==> src/rtl/ex_muldiv_unit.sv <==
// Iterative RV32M multiply/divide unit for the EX stage.
// Shift-add multiply and restoring divide share one 2*XLEN register.
module ex_muldiv_unit #(
    parameter int XLEN = 32
) (
    input  logic            clk,
    input  logic            rst,
    input  logic            flush_i,
    input  logic            start_i,
    input  logic [2:0]      func3_i,
    input  logic [XLEN-1:0] rs1_i,
    input  logic [XLEN-1:0] rs2_i,
    input  logic [4:0]      rd_i,
    output logic            busy_o,
    output logic            stall_o,
    output logic            done_o,
    output logic [XLEN-1:0] result_o,
    output logic [4:0]      rd_o
);
    localparam int CW = $clog2(XLEN);

    typedef enum logic [1:0] {
        IDLE = 2'd0,
        CALC = 2'd1,
        FIN  = 2'd2
    } state_t;

    state_t            state;
    logic [CW-1:0]     count;
    logic [2:0]        func3;
    logic [4:0]        rd;
    logic              neg;
    logic [XLEN-1:0]   opnd;
    logic [2*XLEN-1:0] prod;

    logic            is_div;
    logic            sgn1;
    logic            sgn2;
    logic            neg1;
    logic            neg2;
    logic            start_neg;
    logic            div_zero;
    logic            div_ovf;
    logic [XLEN-1:0] abs1;
    logic [XLEN-1:0] abs2;

    assign is_div    = func3_i[2];
    assign sgn1      = is_div ? ~func3_i[0] : (func3_i[1] ^ func3_i[0]);
    assign sgn2      = is_div ? ~func3_i[0] : (func3_i[1:0] == 2'b01);
    assign neg1      = sgn1 & rs1_i[XLEN-1];
    assign neg2      = sgn2 & rs2_i[XLEN-1];
    assign abs1      = neg1 ? -rs1_i : rs1_i;
    assign abs2      = neg2 ? -rs2_i : rs2_i;
    assign start_neg = (is_div & func3_i[1]) ? neg1 : (neg1 ^ neg2);
    assign div_zero  = (rs2_i == '0);
    assign div_ovf   = ~func3_i[0]
                     & (rs1_i == {1'b1, {(XLEN-1){1'b0}}})
                     & (rs2_i == '1);

    logic [XLEN:0]     mul_sum;
    logic [2*XLEN-1:0] mul_next;
    logic [XLEN:0]     div_diff;
    logic [2*XLEN-1:0] div_next;

    assign mul_sum  = {1'b0, prod[2*XLEN-1:XLEN]}
                    + (prod[0] ? {1'b0, opnd} : '0);
    assign mul_next = {mul_sum, prod[XLEN-1:1]};
    assign div_diff = prod[2*XLEN-1:XLEN-1] - {1'b0, opnd};
    assign div_next = div_diff[XLEN]
                    ? {prod[2*XLEN-2:0], 1'b0}
                    : {div_diff[XLEN-1:0], prod[XLEN-2:0], 1'b1};

    logic [XLEN-1:0] lo;
    logic [XLEN-1:0] hi;
    logic [XLEN-1:0] hi_fix;
    logic [XLEN-1:0] q_fix;
    logic [XLEN-1:0] r_fix;
    logic [XLEN-1:0] fin_res;

    // High half of the negated 2*XLEN product: borrow enters only if low half is 0
    assign lo      = prod[XLEN-1:0];
    assign hi      = prod[2*XLEN-1:XLEN];
    assign hi_fix  = neg ? (~hi + XLEN'(lo == '0)) : hi;
    assign q_fix   = neg ? -lo : lo;
    assign r_fix   = neg ? -hi : hi;
    assign fin_res = func3[2]
                   ? (func3[1] ? r_fix : q_fix)
                   : ((func3[1:0] == 2'b00) ? lo : hi_fix);

    assign busy_o  = (state != IDLE);
    assign stall_o = (start_i & (state == IDLE))
                   | (state == CALC) | (state == FIN);

    always_ff @(posedge clk) begin
        done_o <= 1'b0;
        if (!rst) begin
            state    <= IDLE;
            count    <= '0;
            func3    <= '0;
            rd       <= '0;
            neg      <= 1'b0;
            opnd     <= '0;
            prod     <= '0;
            result_o <= '0;
            rd_o     <= '0;
        end else if (flush_i) begin
            state <= IDLE;
        end else begin
            unique case (state)
                IDLE: begin
                    if (start_i) begin
                        func3 <= func3_i;
                        rd    <= rd_i;
                        count <= '0;
                        if (is_div && (div_zero || div_ovf)) begin
                            neg   <= 1'b0;
                            opnd  <= '0;
                            state <= FIN;
                            prod  <= div_zero
                                   ? {rs1_i, {XLEN{1'b1}}}
                                   : {{XLEN{1'b0}}, rs1_i};
                        end else begin
                            neg   <= start_neg;
                            state <= CALC;
                            opnd  <= is_div ? abs2 : abs1;
                            prod  <= {{XLEN{1'b0}}, is_div ? abs1 : abs2};
                        end
                    end
                end
                CALC: begin
                    prod  <= func3[2] ? div_next : mul_next;
                    count <= count + CW'(1);
                    if (count == CW'(XLEN-1))
                        state <= FIN;
                end
                FIN: begin
                    result_o <= fin_res;
                    rd_o     <= rd;
                    done_o   <= 1'b1;
                    state    <= IDLE;
                end
                default: state <= IDLE;
            endcase
        end
    end
endmodule

==> config.mk <==
export PLATFORM = sky130hd
export DESIGN_NAME = ex_muldiv_unit
export DESIGN_NICKNAME = d
export VERILOG_FILES = /design/src/rtl/ex_muldiv_unit.sv
export SDC_FILE = /design/constraint.sdc
export NUM_CORES = 1
export LEC_CHECK = 0
export CORE_MARGIN = 2
export CORE_UTILIZATION = 35
export CTS_CLUSTER_SIZE = 24
export DETAILED_ROUTE_END_ITERATION = 16
export PLACE_DENSITY = 0.63
export SKIP_LAST_GASP = 1
export SYNTH_ARGS = -nofsm -noshare
export SYNTH_HDL_FRONTEND = slang
export SYNTH_SLANG_ARGS = --single-unit
==> constraint.sdc <==
create_clock -name clk -period 4.95 [get_ports clk]
set_input_delay 0.99 -clock clk [delete_from_list [all_inputs] [get_ports clk]]
set_output_delay 0.99 -clock clk [all_outputs]
set_load 0.02 [all_outputs]
==> impl_metrics.tcl <==
set metrics [dict create \
    regToRegSetupSlack_ps 650 \
    netlist_instances 2171 \
    required_ps 5270 \
    clock_sinks 150 \
    layout-drive-gt1-share 0.0682 \
    path_class "reg2reg" \
    final_cells 2786 \
    pin_count 116 \
    synth_cell_types 82 \
    dieHeight_um 213 \
    cts_max_path_buffers 2 \
    drtAntennaViolNets 0 \
    layout_min_cycle_time_ps 4300 \
    tightestPinTransition_ps 1130 \
    num_vias 17360 \
    place_area_sq_mm 0.0170 \
    total_leakage_power_nw 6.67 \
    max_slew_margin 0.244 \
    cts_root_buffer "clkbuf_16" \
    crit_path_cell_trace "or4_4, nor4_4, nand3_1, or3_1, nor4_1, ha_1, ha_1, nand2_1, o21ai_1, nand2_1, nor2_1, xor2_1, a21oi_1, o211ai_1, a21oi_1" \
    ys_ff_latch 150 \
    irDropWorstVdd_mv 0.235 \
    die_x_um 213 \
    final_nets 2341 \
    clkTransAtPathRegs_ps 70 \
    seq_area_frac_synth 0.196 \
    outcome "finished, final reports clean" \
    drc 0 \
    drt-total-wl_um 66000 \
    hold_class "reg2reg" \
    finalPower_w 0.00469 \
    grt_pass1_wl_um 97000 \
    setup_violations 0 \
    final_cell_area_sq_mm 0.0176 \
    cp.arrival_ps 4620 \
    drv_slew 0 \
    initialDrtViolationCount 2089 \
    rsz0062_at_grt "false" \
    grtUsageTotal 0.286 \
    cts_tree "yes" \
    cp_max_fo 9 \
    drt_pass1_iterations 9 \
    n_antenna_cell 0 \
    grt_max_degree 90 \
    postSynthAreaPerCell_sq_um 7.05 \
    fp.coreArea_sq_mm 0.0431 \
    fin_crit_sh 0.868 \
    routedWlPerCell_um 23.7 \
    fin_skew_ps 15.7 \
    finalHoldViolations 0 \
    p_per_area_mw_per_mm2 267 \
    ys.flop_type "dfxtp_1" \
    setup_tns_ps 0 \
    async_reset_ff_frac 0 \
    critPathSlowestCell "or4_4" \
    area_growth_pct 14.7 \
    via_per_inst 6.23 \
    max_freq_mhz 233 \
    ys_warn_count 0 \
    netlist_area_sq_mm 0.0153 \
    insertion_delay_ps 470 \
    synth-edff-count 0 \
    hold_buffers 0 \
    nFillCells 4470 \
    finalWeightedCongestion 1.01 \
    num_rows 76 \
    final_common_cell "nand2_1" \
    postCtsResizedCells 0 \
    initial_core_util 0.355 \
    crit_path_end_kind "flop" \
    post_cts_buffers 0 \
    cpPeakStageDelay_ps 610 \
    io_buffer_count 115 \
    ctsHtreeMaxLevel 4 \
    antenna_found_initial 1 \
    layout_common_cells "nand2_1 (232), a21oi_1 (227), nor2_1 (187), o21ai_0 (182), dfxtp_1 (147)" \
    cp-start-kind "flop" \
    maxCapViolations 0 \
    dieArea_sq_mm 0.0454 \
    place_hpwl_um 50800 \
    grt_pass1_vias 15850 \
    syn_nets 2323 \
    cts_buffers 17 \
    grt.overflow.total 0 \
    dp.cells 2755 \
]
==> Yosys cell counts, types with 13 or more instances <==
master	count	area, sq um
a211oi_1	33	248
a21o_1	33	248
a21oi_1	227	1140
a221oi_1	15	131
a31oi_1	26	163
and2_1	18	113
and3_1	18	113
buf_1	13	48.8
clkbuf_1	146	548
dfxtp_1	150	3000
ha_1	74	926
inv_1	65	244
mux2_2	22	248
mux2i_1	41	410
nand2_1	232	871
nand2b_1	18	113
nand3_1	49	245
nand4_1	26	163
nor2_1	189	709
nor2b_1	17	106
nor3_1	38	190
nor4_1	14	87.6
o211ai_1	66	495
o21a_1	15	113
o21ai_0	184	921
o31ai_1	27	203
o41ai_1	16	140
or3_1	22	138
or4_1	18	135
xnor2_1	107	937
xor2_1	85	744
==> final cells by class <==
cell class | instances | area, sq um | area share
clock buffer | 18 | 439 | 0.0250
clock inverter | 13 | 146 | 0.00834
inverter | 67 | 251 | 0.0143
multi-input combinational | 1782 | 11400 | 0.650
sequential | 150 | 3010 | 0.171
tap | 585 | 732 | 0.0417
timing repair buffer | 171 | 1570 | 0.0897
==> worst paths after layout <==
path,start,end,cells past startpoint
min reg2reg,result_o[24],result_o[24],2
max reg2reg,prod[8],result_o[26],15
min,result_o[24],result_o[24],2
max,prod[8],result_o[26],15
==> cells by family (layout without fill, tap and decap cells) <==
logic type / after synthesis / after routing / share of synthesized area
adders and majority gates: 76 / 76 / 0.0631
muxes: 65 / 65 / 0.0452
and+or+nand+nor: 694 / 694 / 0.215
DFF: 150 / 150 / 0.196
buffers and inverters: 239 / 269 / 0.0603
AOI/OAI and AO/OA: 755 / 755 / 0.310
xor gates and xnor gates: 192 / 192 / 0.110
==> flip-flops by register name (all words and copies together), names as in the netlist <==
signal	flops
count	5
done_o	1
func3	3
neg	1
opnd	32
prod	64
rd	5
rd_o	5
result_o	32
state	2
==> where the power goes <==
part / leakage, nW / total (W) / switching (W) / internal, W
Clock: 0.284 / 0.00136 / 0.000604 / 0.000760
Combinational: 5.16 / 0.00192 / 0.00119 / 0.000730
Sequential: 1.23 / 0.00141 / 0.000137 / 0.00127
==> worst max-delay path: cells and delay by family, from the launching register on <==
kind                       cells  cell delay [ps]
and+or+nand+nor                8             2350
AOI/OAI and AO/OA              4              860
DFF                            1              400
adders and majority gates      2              400
xor gates and xnor gates       1              150
==> per-layer routing <==
metal,track usage,vias to the layer above,share of wire
met5,0,-,0.00018
met4,0.177,2,0.064
met3,0.0718,213,0.10
met2,0.418,978,0.42
met1,0.376,8211,0.41
li1,-,7956,-
==> metrics by stage <==
step / hold WS, ps / utilization / setup WS [ps]
6_report: 453 / 0.408 / 653
5_1_grt: 468 / 0.408 / 357
4_1_cts: 455 / 0.408 / 707
3_5_place_dp: 446 / 0.394 / 737
3_3_place_gp: 437 / 0.394 / 780
2_1_floorplan: 432 / - / 1080
(Power assumes the default switching activity.)
==> edit, RTL diff (config.mk and constraints unchanged) <==
Set the parameter `XLEN` to 16 (it was 32).
--- a/src/rtl/ex_muldiv_unit.sv
+++ b/src/rtl/ex_muldiv_unit.sv
@@ -3,3 +3,3 @@
 module ex_muldiv_unit #(
-    parameter int XLEN = 32
+    parameter int XLEN = 16
 ) (
Ports: changed (resized result_o, rs1_i and rs2_i); port bits go from 116 to 68. The function was not compared with the original's and may differ.
==> edit against the original RTL <==
Design area shrank 50%. Worst setup slack gained 450 ps. Register-to-register slack gained 510 ps. Routed wire length shrank 61%. Total power shrank 51%. Critical path type is now in2reg. Synthesized area shrank 50%. Sequential cell count shrank 65. Critical endpoint is now opnd[4]. Sequential power shrank 44%.
==> edit: results (changes against the original RTL) <==
stage,metric,value,unit,change
status,status,"finished, final reports clean",,
route,First DRT Iteration DRCs,755,,-64%
cts,CTS buffer count,9,,-8
route,routed len/inst,19.1,um,-19%
grt,first-pass GRT wire length,40600,um,-58%
logic_synthesis,Commonest cells post-synth,"nand2_1, dfxtp_1, nor2_1",,
grt,Total Routing Usage GR,21.6,%,-7.0 points
critical_path,R2R cell count,14,,-1
critical_path,"Arr. time, crit path",4090,ps,-530 ps
logic_synthesis,"Seq/Total Area, Yosys",22.0,%,+2.4 points
place,cell total after placement,1322,,-52%
logic_synthesis,synthesized net count,1125,,-52%
min_path,Hold Path End,result_o[10],,
sta,Worst Tran Pin Value,1270,ps,+142 ps
layout,Filler cells,2268,,-49%
cts,CTS Buffer Depth,2,,unchanged
critical_path,register-to-register setup slack,1160,ps,+510 ps
critical_path,RR Startpoint,prod[0],,
cts,CTS H-tree lvls,3,,-1
critical_path,worst-path maximum fanout,17,,+8
route,routed vias/inst,5.83,,-6.5%
logic_synthesis,synth top area cells,"dfxtp_1, nand2_1, ha_1, a21oi_1, xor2_1",,
cts,clock latency on the worst-skew pair,360,ps,-110 ps
place,routability cong.,0.938,,-7.4%
grt,initial antenna violation count,0,,-1
critical_path,"delay-heaviest family, CP",simple AND/OR/NAND/NOR gates,,
logic_synthesis,synth unique cells,70,,-15%
layout,layout cells sized above 1,6.24,%,-0.58 points
logic_synthesis,Cells after Synth,1038,,-52%
grt,largest net degree at the start of global routing,50,,-44%
grt,vias in the first global route,7303,,-54%
layout,biggest regs,"prod: 32 flops, opnd: 16 flops, result_o: 16 flops",,
critical_path,Worst path slowest cell,or4_1,,
place,port bufs,67,,-42%
critical_path,RR Endpoint,result_o[7],,
power_and_ir_drop,worst ir drop on vdd,0.167,mV,-29%
place,Detailed Place HPWL,19600,um,-61%
critical_path,CP peak stage delay,640,ps,+30 ps
power_and_ir_drop,Leak Pwr,3.37,nW,-49%
sta,worst-case clock skew,9.14,ps,-6.51 ps
layout,Ant. Diodes,0,,unchanged
min_path,Hold Path Origin,result_o[10],,
logic_synthesis,top_reg_cell synth,dfxtp_1,,
route,drt pass-1 iters,5,,-4
min_path,WHS Path Cells,2,,unchanged
route,Total Routed Length,25500,um,-61%
==> edit: power by group <==
part | internal [mW] | switching (mW)
sequential | 0.718 | 0.0669
combinational | 0.323 | 0.453
clock | 0.400 | 0.321
total | 1.44 | 0.841
==> edit: worst max path at each step <==
stage | from | endpoint | slack [ps] | cells past startpoint
detailed placement | rs1_i[7] | opnd[4] | 760 | 8
CTS | rs1_i[7] | opnd[4] | 1130 | 8
global route | rs1_i[7] | opnd[4] | 820 | 8
global placement | rs1_i[7] | opnd[9] | 940 | 8
finish | rs1_i[7] | opnd[4] | 1100 | 8
floorplan | rs2_i[6] | prod[8] | 1740 | 8
==> edit: per-stage QoR <==
step | power (mW) | setup slack, ps | hold slack [ps] | cell area (um^2)
after detailed placement | 1.56 | 759 | 445 | 8530
after CTS | 2.28 | 1130 | 455 | 8840
after global placement | 1.56 | 937 | 441 | 8530
final | 2.28 | 1100 | 449 | 8840
after global routing | 2.40 | 821 | 476 | 8840
after floorplan | 1.33 | 1740 | 432 | 7730
==> edit: layout make-up <==
class	instances	share of cell area [%]
inverters	42	1.78
repair buffers	81	8.77
multi-input cells	834	62.7
clock buffers	9	2.55
clock inverters	7	0.948
well taps	280	3.96
flip-flops and latches	85	19.3
==> edit: cells by family (layout without fill, tap and decap cells) <==
kind of cell,count (synthesis),after routing,share of synthesized area [%]
muxes,36,36,4.99
xor gates and xnor gates,83,83,9.41
DFF,85,85,22.0
AOI/OAI and AO/OA,326,326,29.4
buffers and inverters,119,139,6.23
adders and majority gates,43,43,7.16
and+or+nand+nor,346,346,20.8
==> edit: tightest hold or removal path: cells and delay by family (launching register included) <==
family | cells | cell delay (ps)
flip-flops | 1 | 310
AND/OR/NAND/NOR | 2 | 100
==> edit: routing by layer <==
| layer | vias to the layer above | track usage (%) | part of all wire [%] |
|---|---|---|---|
| li1 | 3821 | - | - |
| met1 | 3669 | 29.6 | 45 |
| met2 | 265 | 35.0 | 46 |
| met3 | 43 | 3.16 | 5.5 |
| met4 | 0 | 7.28 | 3.0 |
| met5 | - | 0 | 0 |
